==> src/rtl/encoder_pkg.sv <==
// Shared types and event_reg layout for the encoder event arbiter.
package encoder_pkg;

  typedef struct packed {
    logic       ovf;
    logic       clkwise;
    logic [3:0] id;
  } enc_event_t;

  localparam int EV_ID_LSB  = 0;
  localparam int EV_DIR_BIT = 4;
  localparam int EV_OVF_BIT = 5;

  // Queue entries carry only {clkwise, id}; overflow is overlaid live at the output.
  localparam int Q_W = 5;

  function automatic logic [7:0] pack_event_reg(input enc_event_t ev);
    logic [7:0] r;
    r = 8'h00;
    r[EV_ID_LSB +: 4] = ev.id;
    r[EV_DIR_BIT]     = ev.clkwise;
    r[EV_OVF_BIT]     = ev.ovf;
    return r;
  endfunction

endpackage

==> src/rtl/encoder_event_fifo.sv <==
// Synchronous FIFO with a registered head stage; count includes the head entry.
module encoder_event_fifo #(
  parameter int W     = 5,
  parameter int DEPTH = 8,
  parameter int CNT_W = $clog2(DEPTH + 1)
) (
  input  logic             clk,
  input  logic             reset,
  input  logic             push,
  input  logic [W-1:0]     din,
  input  logic             pop,
  output logic [W-1:0]     dout,
  output logic             empty,
  output logic             full,
  output logic [CNT_W-1:0] count
);

  localparam int AW = $clog2(DEPTH);

  logic [W-1:0]     mem [DEPTH];
  logic [AW:0]      wr_ptr_reg, rd_ptr_reg;
  logic [W-1:0]     head_reg;
  logic             valid_reg;
  logic [CNT_W-1:0] count_reg;
  logic             pop_eff, push_eff, mem_has, load;

  assign full     = (count_reg == CNT_W'(DEPTH));
  assign pop_eff  = pop & valid_reg;
  assign push_eff = push & (~full | pop_eff);
  assign mem_has  = (wr_ptr_reg != rd_ptr_reg);
  // Head refills from storage when it is empty or being consumed this cycle.
  assign load     = mem_has & (~valid_reg | pop_eff);

  always_ff @(posedge clk) begin
    if (push_eff) mem[wr_ptr_reg[AW-1:0]] <= din;
  end

  always_ff @(posedge clk) begin
    if (!reset) begin
      wr_ptr_reg <= '0;
      rd_ptr_reg <= '0;
      head_reg   <= '0;
      valid_reg  <= 1'b0;
      count_reg  <= '0;
    end else begin
      if (push_eff) wr_ptr_reg <= wr_ptr_reg + (AW+1)'(1);
      if (load) begin
        head_reg   <= mem[rd_ptr_reg[AW-1:0]];
        rd_ptr_reg <= rd_ptr_reg + (AW+1)'(1);
        valid_reg  <= 1'b1;
      end else if (pop_eff) begin
        valid_reg  <= 1'b0;
      end
      case ({push_eff, pop_eff})
        2'b10:   count_reg <= count_reg + CNT_W'(1);
        2'b01:   count_reg <= count_reg - CNT_W'(1);
        default: count_reg <= count_reg;
      endcase
    end
  end

  assign dout  = head_reg;
  assign empty = ~valid_reg;
  assign count = count_reg;

endmodule

==> src/rtl/encoder_event_arbiter.sv <==
// Latches per-channel encoder strobes, grants them round-robin into an event FIFO for the CPU.
module encoder_event_arbiter
  import encoder_pkg::*;
#(
  parameter int NUM_ENC    = 4,
  parameter int FIFO_DEPTH = 8
) (
  input  logic               clk,
  input  logic               reset,
  input  logic [NUM_ENC-1:0] enc_event_stb,
  input  logic [NUM_ENC-1:0] enc_clkwise,
  input  logic               event_rd_stb,
  input  logic               overflow_clr_stb,
  output logic [7:0]         event_reg,
  output logic               event_valid,
  output logic [4:0]         event_count,
  output logic               irq
);

  localparam int ID_W  = $clog2(NUM_ENC);
  localparam int CNT_W = $clog2(FIFO_DEPTH + 1);

  logic [NUM_ENC-1:0] pending_reg, pending_next;
  logic [NUM_ENC-1:0] dir_reg, dir_next;
  logic [NUM_ENC-1:0] grant, ovf_hit;
  logic [ID_W-1:0]    rr_ptr_reg, grant_id;
  logic               grant_any, overflow_reg;

  logic               fifo_empty, fifo_full;
  logic [Q_W-1:0]     fifo_din, fifo_dout;
  logic [CNT_W-1:0]   fifo_count;
  enc_event_t         head_ev;

  // A re-strobe on the granted channel is a fresh event, not an overflow.
  for (genvar gi = 0; gi < NUM_ENC; gi++) begin : g_chan
    assign pending_next[gi] = enc_event_stb[gi] | (pending_reg[gi] & ~grant[gi]);
    assign dir_next[gi]     = enc_event_stb[gi] ? enc_clkwise[gi] : dir_reg[gi];
    assign ovf_hit[gi]      = enc_event_stb[gi] & pending_reg[gi] & ~grant[gi];
  end

  always_comb begin
    int idx;
    idx       = 0;
    grant     = '0;
    grant_id  = '0;
    grant_any = 1'b0;
    for (int k = 0; k < NUM_ENC; k++) begin
      idx = int'(rr_ptr_reg) + k;
      if (idx >= NUM_ENC) idx = idx - NUM_ENC;
      if (!grant_any && !fifo_full && pending_reg[idx]) begin
        grant_any  = 1'b1;
        grant[idx] = 1'b1;
        grant_id   = ID_W'(idx);
      end
    end
  end

  assign fifo_din = {dir_reg[grant_id], 4'(grant_id)};

  always_ff @(posedge clk) begin
    if (!reset) begin
      pending_reg  <= '0;
      dir_reg      <= '0;
      rr_ptr_reg   <= '0;
      overflow_reg <= 1'b0;
    end else begin
      pending_reg  <= pending_next;
      dir_reg      <= dir_next;
      overflow_reg <= (|ovf_hit) | (overflow_reg & ~overflow_clr_stb);
      if (grant_any)
        rr_ptr_reg <= (grant_id == ID_W'(NUM_ENC - 1)) ? '0 : grant_id + ID_W'(1);
    end
  end

  encoder_event_fifo #(
    .W     (Q_W),
    .DEPTH (FIFO_DEPTH),
    .CNT_W (CNT_W)
  ) u_fifo (
    .clk   (clk),
    .reset (reset),
    .push  (grant_any),
    .din   (fifo_din),
    .pop   (event_rd_stb),
    .dout  (fifo_dout),
    .empty (fifo_empty),
    .full  (fifo_full),
    .count (fifo_count)
  );

  always_comb begin
    head_ev         = '0;
    head_ev.ovf     = overflow_reg;
    head_ev.clkwise = fifo_dout[4];
    head_ev.id      = fifo_dout[3:0];
  end

  assign event_valid = ~fifo_empty;
  assign irq         = ~fifo_empty;
  assign event_reg   = event_valid ? pack_event_reg(head_ev) : 8'h00;
  assign event_count = 5'(fifo_count);

endmodule
==> config.mk <==
export PLATFORM = sky130hd
export DESIGN_NAME = encoder_event_arbiter
export DESIGN_NICKNAME = d
export VERILOG_FILES = /design/src/rtl/encoder_pkg.sv /design/src/rtl/encoder_event_fifo.sv /design/src/rtl/encoder_event_arbiter.sv
export SDC_FILE = /design/constraint.sdc
export NUM_CORES = 1
export LEC_CHECK = 0
export ABC_AREA = 1
export BUFFER_PORTS_ARGS = -buffer_cell sky130_fd_sc_hd__buf_2
export CORE_ASPECT_RATIO = 1.1
export CORE_UTILIZATION = 40
export DETAILED_ROUTE_END_ITERATION = 16
export SLEW_MARGIN = 20
export SYNTH_ARGS = -nofsm -noshare
export SYNTH_HDL_FRONTEND = slang
export SYNTH_SLANG_ARGS = --single-unit
==> constraint.sdc <==
create_clock -name clk -period 2.9 [get_ports clk]
set_input_delay 0.145 -clock clk [delete_from_list [all_inputs] [get_ports clk]]
set_output_delay 0.145 -clock clk [all_outputs]
set_load 0.01 [all_outputs]
==> impl_metrics.prom <==
# TYPE chip_impl_metric gauge
chip_impl_metric{name="worst-slew-pin-transition",unit="ns"} 0.569
chip_impl_metric{name="synth_cells",unit=""} 342
chip_impl_metric{name="numCtsBuffers",unit=""} 5
chip_impl_metric{name="port_buffers",unit=""} 21
chip_impl_metric{name="htree_levels",unit=""} 2
chip_impl_metric{name="firstDrtPassIters",unit=""} 5
chip_impl_metric{name="route.vias.total",unit=""} 2265
chip_impl_metric{name="worst_clock_skew",unit="ns"} 0.00699
chip_impl_metric{name="clock_insertion_delay_worst_skew",unit="ns"} 0.30
chip_impl_info{name="top_post_synthesis_cells_by_count",value="59 x sky130_fd_sc_hd__nand2_1, 44 x sky130_fd_sc_hd__inv_1, 36 x sky130_fd_sc_hd__nor2_1"} 1
chip_impl_metric{name="cellPowerDensity",unit="nW/µm²"} 1130
chip_impl_metric{name="largest_register_ff_count",unit=""} 24
chip_impl_metric{name="groute.usage.overall",unit="%"} 17.1
chip_impl_metric{name="min_delay_path_depth",unit=""} 3
chip_impl_metric{name="coreArea",unit="µm²"} 6750
chip_impl_metric{name="final_wl",unit="mm"} 6.02
chip_impl_metric{name="pin_count_of_the_biggest_net_entering_global_routing",unit=""} 18
chip_impl_info{name="start_kind",value="flop"} 1
chip_impl_metric{name="critPathArrivalTime",unit="ns"} 2.80
chip_impl_metric{name="drc",unit=""} 0
chip_impl_metric{name="first_global_vias",unit=""} 2037
chip_impl_metric{name="reg2reg_slack",unit="ns"} 0.30
chip_impl_metric{name="aggregate_negative_setup_slack",unit="ns"} 0
chip_impl_info{name="ys_top_cells_by_area",value="sky130_fd_sc_hd__edfxtp_1 25%, sky130_fd_sc_hd__dfxtp_1 19%, sky130_fd_sc_hd__nand2_1 7.8%, sky130_fd_sc_hd__inv_1 5.8%, sky130_fd_sc_hd__ha_1 5.7%"} 1
chip_impl_metric{name="num_io_pins",unit=""} 27
chip_impl_metric{name="fin_nets",unit=""} 399
chip_impl_metric{name="vdd_ir_drop_max",unit="V"} 0.000554
chip_impl_info{name="slowest_cp_cell",value="sky130_fd_sc_hd__dfxtp_1"} 1
chip_impl_metric{name="final_worst_path_period_need",unit="ns"} 2.60
chip_impl_info{name="synth.most_common_cell",value="sky130_fd_sc_hd__nand2_1"} 1
chip_impl_metric{name="drt_iter0_drc",unit=""} 66
chip_impl_metric{name="final.period_utilization",unit="%"} 89.7
chip_impl_info{name="critical_path.top_delay_family",value="simple AND/OR/NAND/NOR gates"} 1
chip_impl_metric{name="design.die.area",unit="µm²"} 7460
chip_impl_metric{name="syn_area_per_cell",unit="µm²"} 8.32
chip_impl_metric{name="cap_viol_max_count",unit=""} 0
chip_impl_metric{name="critical-path-max-stage-delay",unit="ns"} 0.34
chip_impl_info{name="end_point_of_the_worst_hold_path",value="dir_reg[0]"} 1
chip_impl_info{name="tritoncts",value="built"} 1
chip_impl_metric{name="final_layout_size_suffix_gt1_share",unit="%"} 18.7
chip_impl_metric{name="gpl.final_weighted_congestion",unit=""} 0.891
chip_impl_info{name="run_status",value="completed"} 1
chip_impl_metric{name="setup_viol",unit=""} 0
chip_impl_metric{name="diodes",unit=""} 0
chip_impl_metric{name="ys_seq_area_share",unit="%"} 44.3
chip_impl_metric{name="synth_seq_cells",unit=""} 51
chip_impl_metric{name="clock.fmax",unit="GHz"} 0.384
chip_impl_metric{name="filler_instances",unit=""} 678
chip_impl_info{name="worstReg2RegEnd",value="u_fifo.count[2]"} 1
chip_impl_metric{name="synth.lib_cells_used.distinct",unit=""} 37
chip_impl_metric{name="clkSinkCount",unit=""} 51
chip_impl_info{name="r2r-start",value="rr_ptr_reg[1]"} 1
chip_impl_info{name="endpoint_class_of_the_critical_path",value="flop"} 1
chip_impl_info{name="holdCritStartpoint",value="enc_clkwise[0]"} 1
chip_impl_metric{name="critPathRequiredTime",unit="ns"} 3.10
chip_impl_metric{name="post_synthesis_instance_area",unit="µm²"} 2850
chip_impl_metric{name="sum_of_net_half_perimeters_after_detailed_placement",unit="mm"} 4.44
chip_impl_metric{name="die_height",unit="µm"} 90.5
chip_impl_metric{name="synth-warning-count",unit=""} 0
chip_impl_info{name="unrepaired_setup_endpoints_after_global_routing",value="no"} 1
chip_impl_metric{name="grt_antenna_before_repair",unit=""} 0
chip_impl_metric{name="floorplan.die.width",unit="µm"} 82.4
chip_impl_metric{name="globalRouteOverflowTotal",unit=""} 0
chip_impl_metric{name="relSlewSlack",unit="%"} 61.8
chip_impl_metric{name="routed_wire_length_per_instance",unit="µm"} 13.2
chip_impl_metric{name="p_leak",unit="nW"} 1.48
chip_impl_metric{name="final-hold-violation-count",unit=""} 0
chip_impl_metric{name="worst_hold_slack",unit="ns"} 0.0638
chip_impl_info{name="crit_path_frequent_cell",value="sky130_fd_sc_hd__inv_1"} 1
chip_impl_info{name="dominantRegCellSynth",value="sky130_fd_sc_hd__dfxtp_1"} 1
chip_impl_metric{name="path_buf_inv",unit=""} 5
chip_impl_info{name="netlist.top_cell.by_area",value="sky130_fd_sc_hd__edfxtp_1"} 1
chip_impl_metric{name="grt_first_pass_wirelength",unit="mm"} 9.69
chip_impl_metric{name="std_cell_rows",unit=""} 31
chip_impl_metric{name="worst_r2r_path_depth",unit=""} 19
chip_impl_metric{name="final-max-slew-violation-count",unit=""} 0
chip_impl_metric{name="crit_fanout",unit=""} 6
chip_impl_metric{name="initial_utilization",unit="%"} 42.2
chip_impl_metric{name="number_of_enable_type_register_cells_in_the_synthesized_netlist",unit=""} 24
chip_impl_metric{name="ctsLongestPathBuffers",unit=""} 2
chip_impl_metric{name="antenna_violating_nets_post_route",unit=""} 0
chip_impl_metric{name="avgViaCountPerCell",unit=""} 4.96
chip_impl_metric{name="syn2layout_area_growth",unit="%"} 12.2
chip_impl_info{name="root_buffer_cell",value="sky130_fd_sc_hd__clkbuf_8"} 1
chip_impl_info{name="worst_setup_path_type",value="reg -> reg"} 1
chip_impl_info{name="worst_hold_path_type",value="in -> reg"} 1
chip_impl_metric{name="yosys.area.top_type_share",unit="%"} 25.3
chip_impl_metric{name="cts.reportedPaths.clkPinSlew",unit="ns"} 0.09
chip_impl_info{name="worstPathCellList",value="inv_1 > ha_4 > inv_1 > nand3_1 > nand2_2 > nand3_4 > nor2_4 > inv_1 > nand3_2 > nor2_4 > ha_1 > nand2_1 > inv_1 > nor2_1 > ha_1 > a21oi_1 > xor2_1 > o21ai_0 > inv_1"} 1
chip_impl_metric{name="async_flop_share",unit="%"} 0
## tightest hold or removal path, stage by stage
cell                     delay (ns)
sky130_fd_sc_hd__buf_2         0.08
sky130_fd_sc_hd__nor2_1        0.03
sky130_fd_sc_hd__nor2_1        0.08
## cell type report
cell class | instances | area, µm² | share of cell area, %
clock buffers | 5 | 68.8 | 2.15
well taps | 82 | 103 | 3.21
multi-input cells | 232 | 1350 | 42.3
clock inverters | 3 | 18.8 | 0.588
inverters | 51 | 195 | 6.11
repair buffers | 33 | 195 | 6.11
flip-flops and latches | 51 | 1260 | 39.5
## placed cells by master, fill, tap and decap left out, types with 2 or more instances in the layout
master	instances
sky130_fd_sc_hd__xnor2_1	5
sky130_fd_sc_hd__nand2_1	59
sky130_fd_sc_hd__nor2_1	36
sky130_fd_sc_hd__o21ai_1	3
sky130_fd_sc_hd__clkinv_2	3
sky130_fd_sc_hd__ha_1	12
sky130_fd_sc_hd__nand3_2	5
sky130_fd_sc_hd__edfxtp_1	24
sky130_fd_sc_hd__inv_1	44
sky130_fd_sc_hd__conb_1	5
sky130_fd_sc_hd__mux2i_1	5
sky130_fd_sc_hd__o211ai_1	2
sky130_fd_sc_hd__a21oi_1	19
sky130_fd_sc_hd__o21ai_0	20
sky130_fd_sc_hd__xor2_1	2
sky130_fd_sc_hd__buf_4	12
sky130_fd_sc_hd__o221ai_1	5
sky130_fd_sc_hd__nand2_4	2
sky130_fd_sc_hd__nor3_1	4
sky130_fd_sc_hd__nand3_1	28
sky130_fd_sc_hd__buf_2	21
sky130_fd_sc_hd__dfxtp_1	27
sky130_fd_sc_hd__clkbuf_8	5
sky130_fd_sc_hd__inv_2	4
sky130_fd_sc_hd__nand2_2	7
sky130_fd_sc_hd__nor2_4	4
## how the worst max path moves through the flow
stage / cells after the start / end / startpoint / slack, ns
2_1_floorplan: 19 / u_fifo.count[2] / flop / 0.1
3_3_place_gp: 19 / u_fifo.count[2] / flop / 0.29
3_5_place_dp: 19 / u_fifo.count[2] / flop / 0.21
4_1_cts: 19 / u_fifo.count[3] / flop / 0.20
5_1_grt: 19 / u_fifo.count[2] / rr_ptr_reg[1] / 0.03
6_report: 19 / u_fifo.count[2] / rr_ptr_reg[1] / 0.30
## stage by stage
stage                     utilization (%)  std cells  power [W]  setup WS, ns  instance area, µm²
after floorplan                         -        346    0.00262        0.0992                2860
after global placement               45.1        443    0.00307         0.285                3040
after detailed placement             45.1        443    0.00312         0.209                3040
after CTS                            46.4        451    0.00352         0.196                3130
after global routing                 47.3        457    0.00394        0.0262                3190
final                                47.3        457    0.00362         0.298                3190
## metal layers
metal | wire, µm | vias up | part of all wire [%] | track usage [%]
li1 | - | 1176 | - | -
met5 | 0 | - | 0 | 0
met1 | 2750 | 1041 | 46 | 21.5
met3 | 144 | 7 | 2.4 | 2.73
met2 | 3030 | 41 | 50 | 28.7
met4 | 94 | 0 | 1.6 | 6.14
## cell families (layout without fill, tap and decap cells)
logic type / count (synthesis) / in the layout / share of synthesized area, %
fa+ha+maj: 13 / 13 / 5.71
xor+xnor: 7 / 7 / 2.15
simple gates: 149 / 149 / 25.9
mux: 5 / 5 / 1.76
buf+inv: 63 / 92 / 9.32
compound gates: 53 / 53 / 10.7
other cells: 1 / 5 / 0.132
flops: 51 / 51 / 44.3
## repair_timing
action                     4_1_cts  5_1_grt
buffers inserted                 0        6
setup endpoints to repair        0        2
hold buffers                     0        0
resized for setup                0        2
## report_power, final
| group | switching [W] | internal, W |
|---|---|---|
| clock | 0.000232 | 0.000170 |
| combinational | 0.00129 | 0.000700 |
| sequential | 0.000134 | 0.00109 |
| total | 0.00166 | 0.00196 |
(Power assumes the default switching activity.)
